--- config.mk ---
export PLATFORM = sky130hd
export DESIGN_NAME = cpu_trace_buffer
export DESIGN_NICKNAME = d
export VERILOG_FILES = /design/src/rtl/cpu_trace_pkg.sv /design/src/rtl/trace_fifo.sv /design/src/rtl/cpu_trace_buffer.sv
export SDC_FILE = /design/constraint.sdc
export NUM_CORES = 1
export LEC_CHECK = 0
export BUFFER_PORTS_ARGS = -buffer_cell sky130_fd_sc_hd__buf_2
export CAP_MARGIN = 30
export CORE_MARGIN = 5
export CORE_UTILIZATION = 56
export DETAILED_ROUTE_END_ITERATION = 7
export PLACE_DENSITY = 0.75
export RECOVER_POWER = 25
export SLEW_MARGIN = 0
export SYNTH_ARGS = -nofsm -noshare
export SYNTH_HDL_FRONTEND = slang
export SYNTH_SLANG_ARGS = --single-unit
export TNS_END_PERCENT = 100
--- constraint.sdc ---
create_clock -name clk -period 8 [get_ports clk]
set_input_delay 1.6 -clock clk [delete_from_list [all_inputs] [get_ports clk]]
set_output_delay 1.6 -clock clk [all_outputs]
set_load 0.1 [all_outputs]
--- src/rtl/cpu_trace_pkg.sv ---
// Shared constants for the instruction-trace buffer: opcodes, capture modes,
// FSM states and entry field layout helpers.
package cpu_trace_pkg;

  // RISC_CPU opcodes
  localparam logic [2:0] OP_HLT = 3'd0;
  localparam logic [2:0] OP_SKZ = 3'd1;
  localparam logic [2:0] OP_ADD = 3'd2;
  localparam logic [2:0] OP_AND = 3'd3;
  localparam logic [2:0] OP_XOR = 3'd4;
  localparam logic [2:0] OP_LDA = 3'd5;
  localparam logic [2:0] OP_STO = 3'd6;
  localparam logic [2:0] OP_JMP = 3'd7;

  // Capture modes; encoding 3 behaves as STOP_FULL
  localparam logic [1:0] MODE_STOP_FULL = 2'd0;
  localparam logic [1:0] MODE_WRAP      = 2'd1;
  localparam logic [1:0] MODE_HALT_TRIG = 2'd2;

  // Capture FSM states
  localparam logic [1:0] ST_IDLE    = 2'd0;
  localparam logic [1:0] ST_PEND    = 2'd1;
  localparam logic [1:0] ST_STOPPED = 2'd2;

  // Entry layout, MSB first: {ts, pc, opcode, ir_addr, data}
  function automatic int ent_w(input int ts_w, input int pc_w, input int op_w, input int data_w);
    return ts_w + 2*pc_w + op_w + data_w;
  endfunction
  function automatic int ir_lsb(input int data_w);
    return data_w;
  endfunction
  function automatic int op_lsb(input int pc_w, input int data_w);
    return data_w + pc_w;
  endfunction
  function automatic int pc_lsb(input int pc_w, input int op_w, input int data_w);
    return data_w + pc_w + op_w;
  endfunction
  function automatic int ts_lsb(input int pc_w, input int op_w, input int data_w);
    return data_w + 2*pc_w + op_w;
  endfunction

endpackage

--- src/rtl/trace_fifo.sv ---
// Synchronous FIFO holding trace entries. Supports overwrite-oldest when full
// (wrap capture) and a synchronous flush that wins over push/pop.
module trace_fifo #(
  parameter int DEPTH = 16,
  parameter int W     = 8
) (
  input  logic                       clk,
  input  logic                       reset,
  input  logic                       flush,
  input  logic                       push,
  input  logic                       pop,
  input  logic                       ovw_en,
  input  logic [W-1:0]               wdata,
  output logic [W-1:0]               rdata,
  output logic [$clog2(DEPTH):0]     count,
  output logic                       empty,
  output logic                       dropped,
  output logic                       overwrote
);
  localparam int AW = $clog2(DEPTH);
  localparam logic [AW:0] FULL_CNT = (AW+1)'(DEPTH);
  localparam logic [AW:0] CNT_ONE  = (AW+1)'(1);

  logic [W-1:0]  mem [DEPTH];
  logic [AW-1:0] wr_ptr, rd_ptr;
  logic          full, do_pop, do_push;

  assign empty     = (count == '0);
  assign full      = (count == FULL_CNT);
  assign do_pop    = pop && !empty;
  // a simultaneous pop frees a slot, so full only matters without one
  assign overwrote = push && full && !do_pop && ovw_en;
  assign dropped   = push && full && !do_pop && !ovw_en;
  assign do_push   = push && !dropped;
  // gated so the read port shows zero when nothing is held
  assign rdata     = empty ? '0 : mem[rd_ptr];

  // pointers and occupancy; overwrite advances the read pointer past the lost entry
  always_ff @(posedge clk or posedge reset) begin
    if (reset) begin
      wr_ptr <= '0;
      rd_ptr <= '0;
      count  <= '0;
    end else if (flush) begin
      wr_ptr <= '0;
      rd_ptr <= '0;
      count  <= '0;
    end else begin
      if (do_push)              wr_ptr <= wr_ptr + 1'b1;
      if (do_pop || overwrote)  rd_ptr <= rd_ptr + 1'b1;
      if (do_push && !do_pop && !overwrote) count <= count + CNT_ONE;
      else if (do_pop && !do_push)          count <= count - CNT_ONE;
    end
  end

  // storage array, no reset needed since reads are gated by empty
  always_ff @(posedge clk) begin
    if (do_push && !flush) mem[wr_ptr] <= wdata;
  end

endmodule

--- src/rtl/cpu_trace_buffer.sv ---
// Instruction-trace capture beside RISC_CPU: detects fetches, delays operand
// sampling by DATA_DLY cycles, filters by opcode and queues entries for a host.
module cpu_trace_buffer
  import cpu_trace_pkg::*;
#(
  parameter int DEPTH    = 16,
  parameter int PC_W     = 13,
  parameter int DATA_W   = 8,
  parameter int OP_W     = 3,
  parameter int TS_W     = 16,
  parameter int DATA_DLY = 4
) (
  input  logic                               clk,
  input  logic                               reset,
  input  logic                               enable,
  input  logic                               clear,
  input  logic [1:0]                         mode,
  input  logic [2**OP_W-1:0]                 op_mask,
  input  logic                               fetch,
  input  logic [PC_W-1:0]                    pc_addr,
  input  logic [PC_W-1:0]                    ir_addr,
  input  logic [OP_W-1:0]                    opcode,
  input  logic [DATA_W-1:0]                  data,
  input  logic                               halt,
  input  logic                               rd_ready,
  output logic                               rd_valid,
  output logic [TS_W+2*PC_W+OP_W+DATA_W-1:0] rd_data,
  output logic [$clog2(DEPTH):0]             count,
  output logic                               overflow,
  output logic                               stopped
);
  localparam int EW = ent_w(TS_W, PC_W, OP_W, DATA_W);

  logic [TS_W-1:0] ts, pend_ts;
  logic [PC_W-1:0] pc_q, pend_pc, evt_pc;
  logic [1:0]      state;
  logic [3:0]      dly;
  logic            halt_q, evt, halt_fire, pend_due, imm_wr, wr_en, ovw_en;
  logic            empty, dropped, overwrote;
  logic [EW-1:0]   wr_data;

  // a new fetch is an odd PC that differs from last cycle's PC
  assign evt       = enable && fetch && pc_addr[0] && (pc_addr != pc_q);
  assign evt_pc    = pc_addr - PC_W'(1);
  assign halt_fire = (mode == MODE_HALT_TRIG) && halt && !halt_q && (state != ST_STOPPED);
  // pending entry completes on its delay expiring, or early when displaced/halted
  assign pend_due  = (state == ST_PEND) && ((dly == 4'd1) || evt || halt_fire);
  assign imm_wr    = (DATA_DLY == 0) && evt && (state == ST_IDLE) && !halt_fire;
  assign wr_en     = (pend_due || imm_wr) && !clear && op_mask[opcode];
  assign ovw_en    = (mode == MODE_WRAP) || (mode == MODE_HALT_TRIG);
  assign wr_data   = pend_due ? {pend_ts, pend_pc, opcode, ir_addr, data}
                              : {ts, evt_pc, opcode, ir_addr, data};
  assign rd_valid  = !empty;

  // free-running timestamp and one-cycle history of PC and halt
  always_ff @(posedge clk or posedge reset) begin
    if (reset) begin
      ts     <= '0;
      pc_q   <= '0;
      halt_q <= 1'b0;
    end else begin
      ts     <= ts + TS_W'(1);
      pc_q   <= pc_addr;
      halt_q <= halt;
    end
  end

  // capture FSM: latch ts/pc on event, count down to operand sample point
  always_ff @(posedge clk or posedge reset) begin
    if (reset) begin
      state   <= ST_IDLE;
      dly     <= '0;
      pend_ts <= '0;
      pend_pc <= '0;
    end else if (clear) begin
      state   <= ST_IDLE;
      dly     <= '0;
    end else if (state != ST_STOPPED) begin
      if (halt_fire) begin
        state <= ST_STOPPED;
      end else if (evt && (DATA_DLY != 0)) begin
        state   <= ST_PEND;
        dly     <= 4'(DATA_DLY);
        pend_ts <= ts;
        pend_pc <= evt_pc;
      end else if (state == ST_PEND) begin
        if (dly == 4'd1) state <= ST_IDLE;
        dly <= dly - 4'd1;
      end
    end
  end

  // sticky status flags, cleared only by clear/reset
  always_ff @(posedge clk or posedge reset) begin
    if (reset) begin
      overflow <= 1'b0;
      stopped  <= 1'b0;
    end else if (clear) begin
      overflow <= 1'b0;
      stopped  <= 1'b0;
    end else begin
      if (dropped || overwrote) overflow <= 1'b1;
      if (halt_fire)            stopped  <= 1'b1;
    end
  end

  trace_fifo #(.DEPTH(DEPTH), .W(EW)) u_fifo (
    .clk       (clk),
    .reset     (reset),
    .flush     (clear),
    .push      (wr_en),
    .pop       (rd_valid && rd_ready),
    .ovw_en    (ovw_en),
    .wdata     (wr_data),
    .rdata     (rd_data),
    .count     (count),
    .empty     (empty),
    .dropped   (dropped),
    .overwrote (overwrote)
  );

endmodule

==> Word level (Yosys, flattened, before mapping) <==
Memories as Yosys holds them, arrays and structs flattened.
Index checks and enable logic that the tools add are counted.
{ "classes": {"n_addsub": 7, "n_lt_le_gt_ge": 1, "eq_ne": 8, "mux": 28, "n_bitwise": 2, "reduce_logical": 46} }
{ "ops": {"columns": ["cell", "count"], "rows": [
  ["two-way mux 53 bit", 2],
  ["two-way mux 4 bit", 9],
  ["logical AND 1 bit", 20],
  ["adder 16 x 1 -> 16 bit, second input constant", 1],
  ["two-way mux 5 bit", 3],
  ["!= test 13 bit", 1],
  ["subtractor 13 x 1 -> 13 bit, second input constant", 1],
  ["two-way mux 2 bit", 6],
  ["nonzero test 2 bit", 5],
  ["adder 4 x 1 -> 4 bit, second input constant", 2],
  ["logical NOT 1 bit", 8],
  ["nonzero test 4 bit", 2],
  ["two-way mux 1 bit", 7],
  ["AND reduction 3 bit", 2],
  ["nonzero test 3 bit", 2],
  ["adder 5 x 1 -> 5 bit, second input constant", 1],
  ["equality test 5 bit, second input constant", 1],
  ["logical NOT 5 bit", 1],
  ["logical OR 1 bit", 5],
  ["subtractor 5 x 1 -> 5 bit, second input constant", 1],
  ["equality test 2 x 1 -> 1 bit, second input constant", 2],
  ["equality test 4 x 1 -> 1 bit, second input constant", 1],
  ["less-than comparator 3 x 4 -> 1 bit, second input constant", 1],
  ["!= test 2 bit, second input constant", 2],
  ["5 further kinds", 6]
]} }
{ "totals": {"reg_bits": 80, "ramBits": 848, "elab_cells": 105, "memories": 1} }
{ "memory_table": {"columns": ["memory", "depth", "word_bits", "read_ports", "rd_clocked_by_memory_dff", "write_ports", "line_no", "rtl"], "rows": [
  ["u_fifo.mem", 16, 53, 1, 0, 1, "trace_fifo.sv:24", "logic [W-1:0] mem [DEPTH];"]
]} }

==> Depth between registers and ports, before layout <==
Gate-level depths: netlist of run 1.
{ "logic_depth": {"depth_word": 18, "ltp_mapped": 14, "ltp_nobuf": 14} }

==> Modules after synthesis <==
From an unflattened synthesis of run 1, not the netlist that was laid out.
{ "unflattened": {"cells_unflattened": 1746, "hier_area_um2": 36801.5} }
{ "by_module_without_submodules": {"columns": ["module", "instances", "cells_each", "area_per_inst_um2", "seq_area_each_um2"], "rows": [
  ["trace_fifo", 1, 1461, 33394.5, 25789.7],
  ["cpu_trace_buffer", 1, 285, 3407.0, 1676.6]
]} }

==> Worst setup path after synthesis of run 1 <==
Ideal clock, no wire load.
{ "synth_timing": {"kind": "input to register", "from": "in mode[0]", "to": "mem u_fifo.mem[0][0] (netlist bit), enable pin", "setup_time_ns": 0.614, "t_arrival_ns": 8.330, "slack_ns": -0.944, "path_stages": 8, "path_buffers": 0, "cell_sequence": "inv_1 > ha_1 > nand3b_4 > and2b_1 > a21oi_1 > nor4_4 > o21bai_1 > nor4b_1"} }
{ "synth_via": {"elab_chain_cells": 16, "word_cells_on_any_way": 19, "cone_classes": "2 x eq/ne; 2 x mux; 15 x reduce/logical"} }
{ "synth_rtl": {"columns": ["element", "line_no", "rtl"], "rows": [
  ["from (decl)", "cpu_trace_buffer.sv:17", "input logic [1:0] mode,"],
  ["equality test 2 bit", "cpu_trace_buffer.sv:45, cpu_trace_buffer.sv:50", null],
  ["logical AND 1 bit (3 in series)", "cpu_trace_buffer.sv:45", "assign halt_fire = (mode == MODE_HALT_TRIG) && halt && !halt_q && (state != ST_STOPPED);"],
  ["logical OR 1 bit", "cpu_trace_buffer.sv:47", "assign pend_due = (state == ST_PEND) && ((dly == 4'd1) || evt || halt_fire);"],
  ["logical AND 1 bit", "cpu_trace_buffer.sv:47", null],
  ["logical AND 1 bit (2 in series)", "cpu_trace_buffer.sv:49", "assign wr_en = (pend_due || imm_wr) && !clear && op_mask[opcode];"],
  ["logical AND 1 bit (3 in series)", "trace_fifo.sv:33", "assign dropped = push && full && !do_pop && !ovw_en;"],
  ["logical NOT 1 bit", "trace_fifo.sv:34", "assign do_push = push && !dropped;"],
  ["logical AND 1 bit (*)", "trace_fifo.sv:34", null],
  ["logical AND 1 bit (*)", "trace_fifo.sv:58", "if (do_push && !flush) mem[wr_ptr] <= wdata;"],
  ["two-way mux 1 bit (*)", "trace_fifo.sv:58", null],
  ["two-way mux 1 bit (implied by the code) (*)", "trace_fifo.sv:58", null],
  ["to (decl)", "trace_fifo.sv:24", null]
]} }
Every way passes the cells marked *; elsewhere a longest branch is shown, timed or not.

==> Worst setup path in the final report of run 1 <==
{ "layout_timing": {"from": "reg u_fifo.rd_ptr[1]", "to": "out rd_data[45]"} }
{ "layout_via": {"elab_chain_cells": 2} }
{ "layout_rtl": {"columns": ["element", "line_no", "rtl"], "rows": [
  ["from (decl)", "trace_fifo.sv:25", "logic [AW-1:0] wr_ptr, rd_ptr;"],
  ["from (signal assigned)", "trace_fifo.sv:50", "if (do_pop || overwrote) rd_ptr <= rd_ptr + 1'b1;"],
  ["memory read (16 x 53 bit)", null, null],
  ["two-way mux 53 bit", "trace_fifo.sv:36", "assign rdata = empty ? '0 : mem[rd_ptr];"],
  ["to (decl)", "cpu_trace_buffer.sv:27", "output logic [TS_W+2*PC_W+OP_W+DATA_W-1:0] rd_data,"]
]} }
No other way between the ends.

==> results.sh, run 1 <==
export IMPL_clk_latency_ps=640
export IMPL_timing_max_cap_violations=1
export IMPL_hold_path_end="pend_ts[5]"
export IMPL_violations="capacitance limit, slew limit"
export IMPL_final_common_cell="edfxtp_1"
export IMPL_clock_root_buffer="clkbuf_16"
export IMPL_clock_path_buffers=3
export IMPL_grt_usage_pct=22.5
export IMPL_fin_area_um2=41200
export IMPL_worstHoldPathType="reg2reg"
export IMPL_whs_ps=479
export IMPL_cts_sinks=928
export IMPL_relSlewSlack_pct=-136
export IMPL_via_count=17500
export IMPL_instances_no_fill=2771
export IMPL_hold_path_startpoint="pend_ts[5]"
export IMPL_syn_inst=1671
export IMPL_drc=0
export IMPL_gp_congestion=0.784
export IMPL_drtPass1Iterations=5
export IMPL_holdBufCountCts=0
export IMPL_chipHeight_um=265
export IMPL_clkPwrFrac_pct=33.9
export IMPL_synth_async_reset_ratio_pct=8.62
export IMPL_dieArea_um2=70500
export IMPL_p_switching_mw=3.73
export IMPL_syn_cell_area_um2=36600
export IMPL_place_area_um2=38300
export IMPL_seq_area_frac_synth_pct=75.1
export IMPL_setup_viol=0
export IMPL_r2r_end="u_fifo.mem[2][8]"
export IMPL_synthesis_nets=1740
export IMPL_fin_crit_ps=5600
export IMPL_utilization_pct=63.8
export IMPL_clk_pin_slew_ps=70
export IMPL_peakVddDrop_uv=185
export IMPL_r2r_start="halt_q"
export IMPL_rr_worst_depth=8
export IMPL_synth_edf_count=848
export IMPL_hold_viol_final=0
export IMPL_holdPathStages=2
export IMPL_avgSynthCellArea_um2=21.9
export IMPL_first_global_vias=18400
export IMPL_rows=93
export IMPL_antenna_found_initial=0
export IMPL_drt_first_iter_violations=1870
export IMPL_tns_ps=0
export IMPL_numCtsBuffers=91
export IMPL_seq_power_share_pct=44.1
export IMPL_place_inst=2594
export IMPL_cp_arrival_ps=4000
export IMPL_slew_violations=63
export IMPL_start_util_pct=56.6
export IMPL_hpwl_mm=40.5
export IMPL_status="finished with violations"
export IMPL_power_internal_mw=8.60
export IMPL_synth_ff_type="edfxtp_1"
export IMPL_drive_above_1_share_pct=30.0
export IMPL_grt_max_degree=167
export IMPL_die_width_um=265
export IMPL_period_share_pct=69.9
export IMPL_cts_tree="yes"
export IMPL_powerDensity_nw_per_um2=299
export IMPL_worstSetupPathType="reg2out"
export IMPL_fill_cells=4207
export IMPL_grt_pass1_wl_mm=118
export IMPL_h_tree_depth=3
export IMPL_io_pins=115
export IMPL_endpoint_kind="output port"
export IMPL_place_port_buffers=114
export IMPL_grt_setup_unrepaired="no"
export IMPL_grt_overflow_total=0
export IMPL_path_max_fanout=166
export IMPL_worstPathRequired_ps=6400
export IMPL_fin_nets=1907
export IMPL_yosys_warnings=0
export IMPL_postCtsSetupBuffers=0
export IMPL_cts_repair_resized=0
export IMPL_detail_route_wl_per_cell_um=28.4
export IMPL_vias_per_cell=6.33
export IMPL_skew_ps=17.6
export IMPL_combPwrFrac_pct=22.1
export IMPL_timing_worst_slew_pin_value_ps=3540
export IMPL_ys_types=62
export IMPL_cp_start_kind="flop"
export IMPL_core_area_um2=64600
export IMPL_power_switching_share_pct=30.2
export IMPL_drt_wl_total_mm=78.6
export IMPL_leakagePower_nw=13.2
export IMPL_reg2reg_slack_ps=4360
export IMPL_fmax_mhz=179
export IMPL_area_growth_pct=12.6
export IMPL_postRouteAntennaNets=0
export IMPL_final_cell_mix="848 x edfxtp_1, 266 x mux4_2, 93 x clkbuf_16"
export IMPL_ys_ff_latch=928
==> per-layer routing <==
metal | part of all wire (%) | track usage, %
met2 | 49 | 36.3
met1 | 41 | 32.9
met5 | 0 | 0
met3 | 7.7 | 4.60
met4 | 1.6 | 4.38
==> how the worst max path moves through the flow <==
stage,startpoint,to,slack (ps),cells past startpoint
finish,u_fifo.rd_ptr[1],rd_data[45],2400,5
global route,reset,u_fifo.rd_ptr[0],1550,3
CTS,u_fifo.rd_ptr[0],rd_data[39],2300,5
detailed placement,opcode[2],u_fifo.mem[2][24],2830,9
global placement,u_fifo.rd_ptr[0],rd_data[39],2990,5
floorplan,mode[0],u_fifo.mem[0][0],-940,8
==> flip-flops by register name, summed over array words and instances, names as in the netlist <==
signal	count
dly	4
halt_q	1
overflow	1
pc_q	13
pend_pc	13
pend_ts	16
state	2
stopped	1
ts	16
u_fifo.count	5
u_fifo.mem	848
u_fifo.rd_ptr	4
u_fifo.wr_ptr	4
==> Yosys cell counts, drive strengths merged, types with 3 or more instances <==
master   instances  area, um^2
a21oi           24         120
and2            55         344
and3             4        26.3
and4             6        55.1
and4b            8        80.1
buf             42         204
clkbuf          40         150
dfrtp           80        2000
edfxtp         848       25500
ha              14         175
inv             14        52.6
mux2            32         364
mux2i            6        60.1
mux4           266        5990
nand2           38         143
nand2b           4        27.5
nand3           19         100
nand4            7        58.8
nor2            38         145
nor2b            6        37.5
nor3             5        25.0
nor4             7        65.1
nor4b            4        35.0
o2111ai          3        26.3
o211ai           4        30.0
o21ai           23         126
o31ai            6        45.0
or3              5        31.3
or4              4        30.0
xnor2           23         201
xor2            16         140
==> power by group through the flow <==
stage	clock [mW]	combinational, mW	sequential [mW]
after floorplan	0	2.23	5.50
after global placement	0	2.71	5.53
after detailed placement	0	2.74	5.53
after CTS	4.24	2.75	5.43
after global routing	4.45	2.85	5.44
final	4.17	2.72	5.43
==> final cells by class <==
class / instances / area, um^2 / share of cell area, %
clock buffers: 110 / 2390 / 5.81
multi-input cells: 647 / 8740 / 21.2
diodes: 1 / 2.50 / 0.00608
repair buffers: 156 / 918 / 2.23
flip-flops and latches: 928 / 27500 / 66.7
clock inverters: 60 / 524 / 1.27
inverters: 14 / 53.8 / 0.131
well taps: 855 / 1070 / 2.60
==> per-stage QoR <==
step | setup WS (ps) | power, mW
5_1_grt | 1550 | 12.7
3_3_place_gp | 2990 | 8.24
4_1_cts | 2300 | 12.4
3_5_place_dp | 2830 | 8.27
6_report | 2400 | 12.3
2_1_floorplan | -944 | 7.73
==> kinds of logic after synthesis <==
logic type,after synthesis,share of synthesized area [%]
AND/OR/NAND/NOR,215,3.43
buffers and inverters,96,1.11
flip-flops,928,75.1
adder cells (fa/ha/maj),15,0.534
multiplexers,304,17.5
XOR/XNOR,39,0.934
AO/OA/AOI/OAI,74,1.30
==> critical path, stage by stage (launching register included) <==
cell and delay (ps):
dfrtp_4 940, buf_12 640, mux4_2 430, mux4_2 470, and2_1 200, buf_2 300
No activity file was read; power rests on OpenSTA's default activity.
==> inputs of run 2 (changes only) <==
--- a/config.mk
+++ b/config.mk
@@ -8,7 +8,7 @@
 export BUFFER_PORTS_ARGS = -buffer_cell sky130_fd_sc_hd__buf_2
 export CAP_MARGIN = 30
 export CORE_MARGIN = 5
-export CORE_UTILIZATION = 56
+export CORE_UTILIZATION = 59
 export DETAILED_ROUTE_END_ITERATION = 7
 export PLACE_DENSITY = 0.75
 export RECOVER_POWER = 25
==> constraint.sdc (replaced) <==
create_clock -name clk -period 5.85 [get_ports clk]
set_input_delay 1.17 -clock clk [delete_from_list [all_inputs] [get_ports clk]]
set_output_delay 1.17 -clock clk [all_outputs]
set_load 0.1 [all_outputs]
==> run 2 against run 1 <==
The flow still finishes with violations (capacitance limit, slew limit). Wire length rose by 4.4%. Clock skew rose by 5.6 ps. Sequential cell count is the same. Global-route usage rose by 2.5 points. Largest cell class unchanged. Highest routed layer is now met5.
==> results.sh, run 2 (synthesis results as in run 1) <==
export IMPL_endpoint_kind="output port"
export IMPL_path_common_cell="mux4_2"
export IMPL_hpwl_mm=44.5
export IMPL_hold_viol_final=0
export IMPL_crit_chain="buf_12, mux4_2, mux4_2, and2_1, buf_2"
export IMPL_setup_ws_ps=921
export IMPL_tns_ps=0
export IMPL_drive_above_1_share_pct=30.6
export IMPL_cp_arrival_ps=3760
export IMPL_fin_nets=1921
export IMPL_place_ws_ps=1170
export IMPL_period_share_pct=84.3
export IMPL_clk_latency_ps=630
export IMPL_final_cell_mix="848 x edfxtp_1, 266 x mux4_2, 91 x clkbuf_16"
export IMPL_grt_setup_unrepaired="no"
export IMPL_drtPass1Iterations=5
export IMPL_die_width_um=259
export IMPL_gp_congestion=0.790
export IMPL_h_tree_depth=3
export IMPL_place_port_buffers=114
export IMPL_combPwrFrac_pct=22.4
export IMPL_drt_wl_total_mm=82.1
export IMPL_clk_pin_slew_ps=60
export IMPL_setup_viol=0
export IMPL_power_switching_share_pct=30.1
export IMPL_grt_pass1_wl_mm=122
export IMPL_detail_route_wl_per_cell_um=30.3
export IMPL_critPathSlowestCell="dfrtp_4"
export IMPL_cts_tree="yes"
export IMPL_clock_path_buffers=3
export IMPL_seq_power_share_pct=43.8
export IMPL_timing_worst_slew_pin_value_ps=2090
export IMPL_path_max_fanout=54
export IMPL_postCtsSetupBuffers=0
export IMPL_fmax_mhz=203
export IMPL_postRouteAntennaNets=0
export IMPL_fin_area_um2=41500
export IMPL_place_area_um2=38600
export IMPL_chipHeight_um=259
export IMPL_grt_usage_pct=25.0
export IMPL_slowest_delay_ps=990
export IMPL_drt_first_iter_violations=1994
export IMPL_worstHoldPathType="reg2reg"
export IMPL_dieArea_um2=67000
export IMPL_start_util_pct=59.5
export IMPL_top_register="u_fifo.mem"
export IMPL_io_pins=115
export IMPL_worstPathRequired_ps=4680
export IMPL_rows=91
export IMPL_leakagePower_nw=13.4
export IMPL_vias_per_cell=6.50
export IMPL_instances_no_fill=2714
export IMPL_first_global_vias=18600
export IMPL_grt_max_degree=58
export IMPL_holdBufCountCts=0
export IMPL_top_regs="u_fifo.mem x848, pend_ts x16, ts x16"
export IMPL_violations="capacitance limit, slew limit"
export IMPL_num_antenna_cells=0
export IMPL_peakVddDrop_uv=385
export IMPL_core_area_um2=61500
export IMPL_power_internal_mw=11.9
export IMPL_clkPwrFrac_pct=33.8
export IMPL_status="finished with violations"
export IMPL_via_count=17700
export IMPL_cts_sinks=928
export IMPL_drc=0
export IMPL_largest_register_ff_count=848
export IMPL_skew_ps=23.2
export IMPL_p_switching_mw=5.11
export IMPL_timing_max_cap_violations=2
export IMPL_cts_repair_resized=0
export IMPL_relSlewSlack_pct=-39.6
export IMPL_powerDensity_nw_per_um2=410
export IMPL_slew_violations=83
export IMPL_worstSetupPathType="reg2out"
export IMPL_clock_root_buffer="clkbuf_16"
export IMPL_numCtsBuffers=89
export IMPL_grt_overflow_total=0
export IMPL_place_inst=2547
export IMPL_final_common_cell="edfxtp_1"
export IMPL_area_growth_pct=13.4
export IMPL_cp_start_kind="flop"
export IMPL_antenna_found_initial=3
export IMPL_whs_ps=477
export IMPL_fin_crit_ps=4930
run 2: cell count changes in the layout (fill, tap and decap cells not counted), moves of 2 or more:
| cell | delta |
|---|---|
| buf_12 | +18 |
| clkinv_1 | -6 |
| clkinv_2 | -5 |
| clkbuf_8 | +4 |
| nor4b_2 | -4 |
| nor4b_4 | +4 |
| bufinv_16 | +2 |
| clkbuf_16 | -2 |
run 2: critical path: cells and delay by family, from the launching register on:
kind / cells / cell delay (ps)
DFF: 1 / 990
muxes: 2 / 1080
buffers and inverters: 2 / 760
and+or+nand+nor: 1 / 230
run 2: area by class of cell:
type	count	area (um^2)
clock inverters	50	513
repair buffers	172	1240
multi-input cells	647	8770
fillers	3787	20000
inverters	14	53.8
well taps	790	988
flip-flops and latches	928	27500
clock buffers	113	2400
run 2: final timing paths:
path	from	cells past startpoint	slack (ps)	end
worst max-delay path	u_fifo.rd_ptr[0]	5	920	rd_data[44]
worst min-delay path	pend_ts[5]	2	480	pend_ts[5]
worst max register to register	halt_q	12	2320	u_fifo.count[4]
worst min register to register	pend_ts[5]	2	480	pend_ts[5]
max in group asynchronous	reset	3	1900	u_fifo.rd_ptr[1]
min in group asynchronous	reset	2	1030	dly[1]
run 2: routing by layer:
metal	part of all wire, %	vias up	GRT usage (%)
li1	-	7317	-
met1	38	9272	35.1
met2	50	938	40.9
met3	9.0	121	5.11
met4	2.4	2	7.11
met5	0.0085	-	0
run 2: per-stage QoR:
step	total power [mW]	util (%)
floorplan	10.6	-
global placement	11.3	62.5
detailed placement	11.4	62.7
CTS	17.1	67.5
global route	17.6	67.4
finish	17.0	67.4
run 2: power by group through the flow:
stage	logic, mW	registers [mW]	clock network, mW
global placement	3.75	7.58	0
finish	3.81	7.43	5.74
CTS	3.86	7.43	5.82
detailed placement	3.83	7.57	0
global route	4.00	7.44	6.14
floorplan	3.05	7.52	0
==> inputs of run 3 (changes only) <==
--- a/config.mk
+++ b/config.mk
@@ -5,10 +5,11 @@
 export SDC_FILE = /design/constraint.sdc
 export NUM_CORES = 1
 export LEC_CHECK = 0
+export ABC_AREA = 1
 export BUFFER_PORTS_ARGS = -buffer_cell sky130_fd_sc_hd__buf_2
 export CAP_MARGIN = 30
 export CORE_MARGIN = 5
-export CORE_UTILIZATION = 59
+export CORE_UTILIZATION = 56
 export DETAILED_ROUTE_END_ITERATION = 7
 export PLACE_DENSITY = 0.75
 export RECOVER_POWER = 25
==> constraint.sdc (replaced) <==
create_clock -name clk -period 4.24 [get_ports clk]
set_input_delay 0.848 -clock clk [delete_from_list [all_inputs] [get_ports clk]]
set_output_delay 0.848 -clock clk [all_outputs]
set_load 0.1 [all_outputs]
==> run 3 against run 2 <==
The flow still finishes with violations (capacitance limit, slew limit). Final cell count grew 42%. Core utilization is 2.5 points lower. Clock-buffer cell count is 10 higher. Sequential share of layout area shrank 1.8 points. Non-clock buffer count increased by 33. Clock skew decreased by 3.6 ps. Area after synthesis is 1.3% higher. Total power up 62%. Cell area grew 2.8%. Setup slack worse by 780 ps. Critical endpoint is now rd_data[52].
==> results.sh, run 3 <==
export IMPL_syn_cell_area_um2=37000
export IMPL_synth_compound_area_share_pct=13.7
export IMPL_core_area_um2=65600
export IMPL_ys_ff_latch=928
export IMPL_synth_mux_area_share_pct=0
export IMPL_io_pins=115
export IMPL_synth_most_common_cell="edfxtp_1"
export IMPL_cts_tree="yes"
export IMPL_ys_top_cells_by_count="848 x edfxtp_1, 482 x o21ai_0, 467 x nor2_1"
export IMPL_worstPathRequired_ps=3390
export IMPL_yosys_warnings=0
export IMPL_largest_register_ff_count=848
export IMPL_numCtsBuffers=92
export IMPL_detail_route_wl_per_cell_um=23.1
export IMPL_die_width_um=267
export IMPL_rows=94
export IMPL_drt_first_iter_violations=2923
export IMPL_ys_types=39
export IMPL_cts_repair_resized=0
export IMPL_path_max_fanout=71
export IMPL_relSlewSlack_pct=-49.4
export IMPL_powerDensity_nw_per_um2=644
export IMPL_synth_simple_gate_area_share_pct=7.74
export IMPL_postRouteAntennaNets=0
export IMPL_leakagePower_nw=14.3
export IMPL_synth_top_area_share_pct=68.8
export IMPL_place_port_buffers=114
export IMPL_skew_ps=19.6
export IMPL_fmax_mhz=244
export IMPL_finalPower_mw=27.5
export IMPL_grt_overflow_total=0
export IMPL_cp_start_kind="flop"
export IMPL_area_growth_pct=15.1
export IMPL_period_share_pct=96.7
export IMPL_h_tree_depth=3
export IMPL_synth_largest_area_cell="edfxtp_1"
export IMPL_final_cell_mix="848 x edfxtp_1, 482 x o21ai_0, 452 x nor2_1"
export IMPL_syn_inst=2806
export IMPL_fill_cells=4451
export IMPL_seq_area_frac_synth_pct=74.2
export IMPL_hpwl_mm=47.3
export IMPL_grt_setup_unrepaired="no"
export IMPL_synth_ff_type="edfxtp_1"
export IMPL_avgSynthCellArea_um2=13.2
export IMPL_gp_congestion=0.845
export IMPL_clk_pin_slew_ps=60
export IMPL_clock_root_buffer="clkbuf_16"
export IMPL_drtPass1Iterations=6
export IMPL_peakVddDrop_uv=547
export IMPL_worstSetupPathType="reg2out"
export IMPL_vias_per_cell=6.31
export IMPL_final_common_cell="edfxtp_1"
export IMPL_top_regs="u_fifo.mem x848, pend_ts x16, ts x16"
export IMPL_violations="capacitance limit, slew limit"
export IMPL_instances_no_fill=3854
export IMPL_via_count=24300
export IMPL_synth_area_leaders="edfxtp_1 69%, o21ai_0 6.5%, dfrtp_1 5.4%, nor2_1 4.7%, o221ai_1 3.3%"
export IMPL_yosys_area_share_adder_pct=0.527
export IMPL_met3_usage_pct=3.50
export IMPL_drive_above_1_share_pct=11.7
export IMPL_first_global_vias=24100
export IMPL_grt_usage_pct=24.3
export IMPL_worstHoldPathType="in2reg"
export IMPL_busiest_layer="met2"
export IMPL_dieArea_um2=71400
export IMPL_start_util_pct=56.4
export IMPL_synthesis_nets=2875
export IMPL_chipHeight_um=267
export IMPL_endpoint_kind="output port"
export IMPL_drt_wl_total_mm=88.9
export IMPL_tns_ps=0
export IMPL_grt_use_met1_pct=33.0
export IMPL_slew_violations=83
export IMPL_timing_worst_slew_pin_value_ps=2230
export IMPL_status="finished with violations"
export IMPL_cts_sinks=928
export IMPL_holdBufCountCts=0
export IMPL_drc=0
export IMPL_grt_util_met2_pct=41.4
export IMPL_grt_max_degree=193
export IMPL_postCtsSetupBuffers=0
export IMPL_grt_pass1_wl_mm=136
export IMPL_clk_latency_ps=640
export IMPL_antenna_found_initial=1
export IMPL_synth_async_reset_ratio_pct=8.62
export IMPL_setup_viol=0
export IMPL_synth_edf_count=848
export IMPL_top_register="u_fifo.mem"
export IMPL_hold_viol_final=0
export IMPL_fin_crit_ps=4100
export IMPL_fin_nets=2982
export IMPL_timing_max_cap_violations=2
export IMPL_clock_path_buffers=3
export IMPL_place_inst=3683
export IMPL_synth_xor_area_share_pct=0.733
export IMPL_cp_arrival_ps=3250
export IMPL_synth_top_family_by_area="compound AO/OA/AOI/OAI gates"
run 3: changes by cell type in the layout (fill, tap and decap cells not counted), sizes merged, moves of 40 or more:
cell	previous run	this run
a21oi	24	64
nor2	38	472
nand3	19	64
and2	55	0
nand2	38	138
o221ai	0	141
inv	17	99
o211ai	4	73
o22ai	1	72
o21ai	23	498
mux4	266	0
run 3: layout make-up:
type	count	area, um^2	share of cell area [%]
clock inverters	47	353	0.828
well taps	864	1080	2.54
inverters	95	368	0.863
repair buffers	205	2300	5.39
diodes	1	2.50	0.00587
clock buffers	123	2510	5.90
multi-input cells	1591	8520	20.0
flip-flops and latches	928	27500	64.5
run 3: power breakdown:
part | switching, mW | total (mW) | internal, mW
clock network | 3.32 | 7.73 | 4.41
registers | 0.113 | 10.2 | 10.1
logic | 6.76 | 9.50 | 2.74
run 3: critical path: stages, from the launching register on:
cell and delay, ps:
dfrtp_4 560, inv_8 330, buf_4 460, nor2_1 120
o221ai_1 220, nand3_1 100, a21oi_1 500, buf_12 250
run 3: kinds of logic (layout without fill, tap and decap cells):
| kind of cell | Yosys count | in the layout |
|---|---|---|
| adders and majority gates | 15 | 15 |
| and+or+nand+nor | 694 | 694 |
| xor gates and xnor gates | 31 | 31 |
| other | 0 | 1 |
| DFF | 928 | 928 |
| buffers and inverters | 287 | 470 |
| AOI/OAI and AO/OA | 851 | 851 |
run 3: metal layers:
metal	up-vias	wire (um)
li1	10700	-
met4	0	2170
met1	12100	34400
met3	161	7610
met5	-	0
met2	1317	44800
run 3: path summary, 6_finish.rpt:
path / slack, ps / to / start / cells past startpoint
min reg2reg: 480 / dly[1] / dly[1] / 2
max: 140 / rd_data[52] / u_fifo.rd_ptr[0] / 7
max reg2reg: 1020 / u_fifo.count[4] / u_fifo.count[1] / 14
min: 340 / halt_q / halt / 1
max in group asynchronous: 1030 / ts[12] / reset / 3
min in group asynchronous: 800 / pc_q[12] / reset / 2
run 3: per-stage QoR:
| step | setup WS, ps | util [%] | cell area [um^2] | hold WS (ps) |
|---|---|---|---|---|
| global placement | 686 | 60.6 | 39800 | 453 |
| detailed placement | 484 | 60.7 | 39800 | 467 |
| floorplan | -488 | - | 37100 | 436 |
| finish | 140 | 64.9 | 42600 | 344 |
| CTS | 64.4 | 65.0 | 42700 | 310 |
| global route | 19.7 | 64.9 | 42600 | 327 |
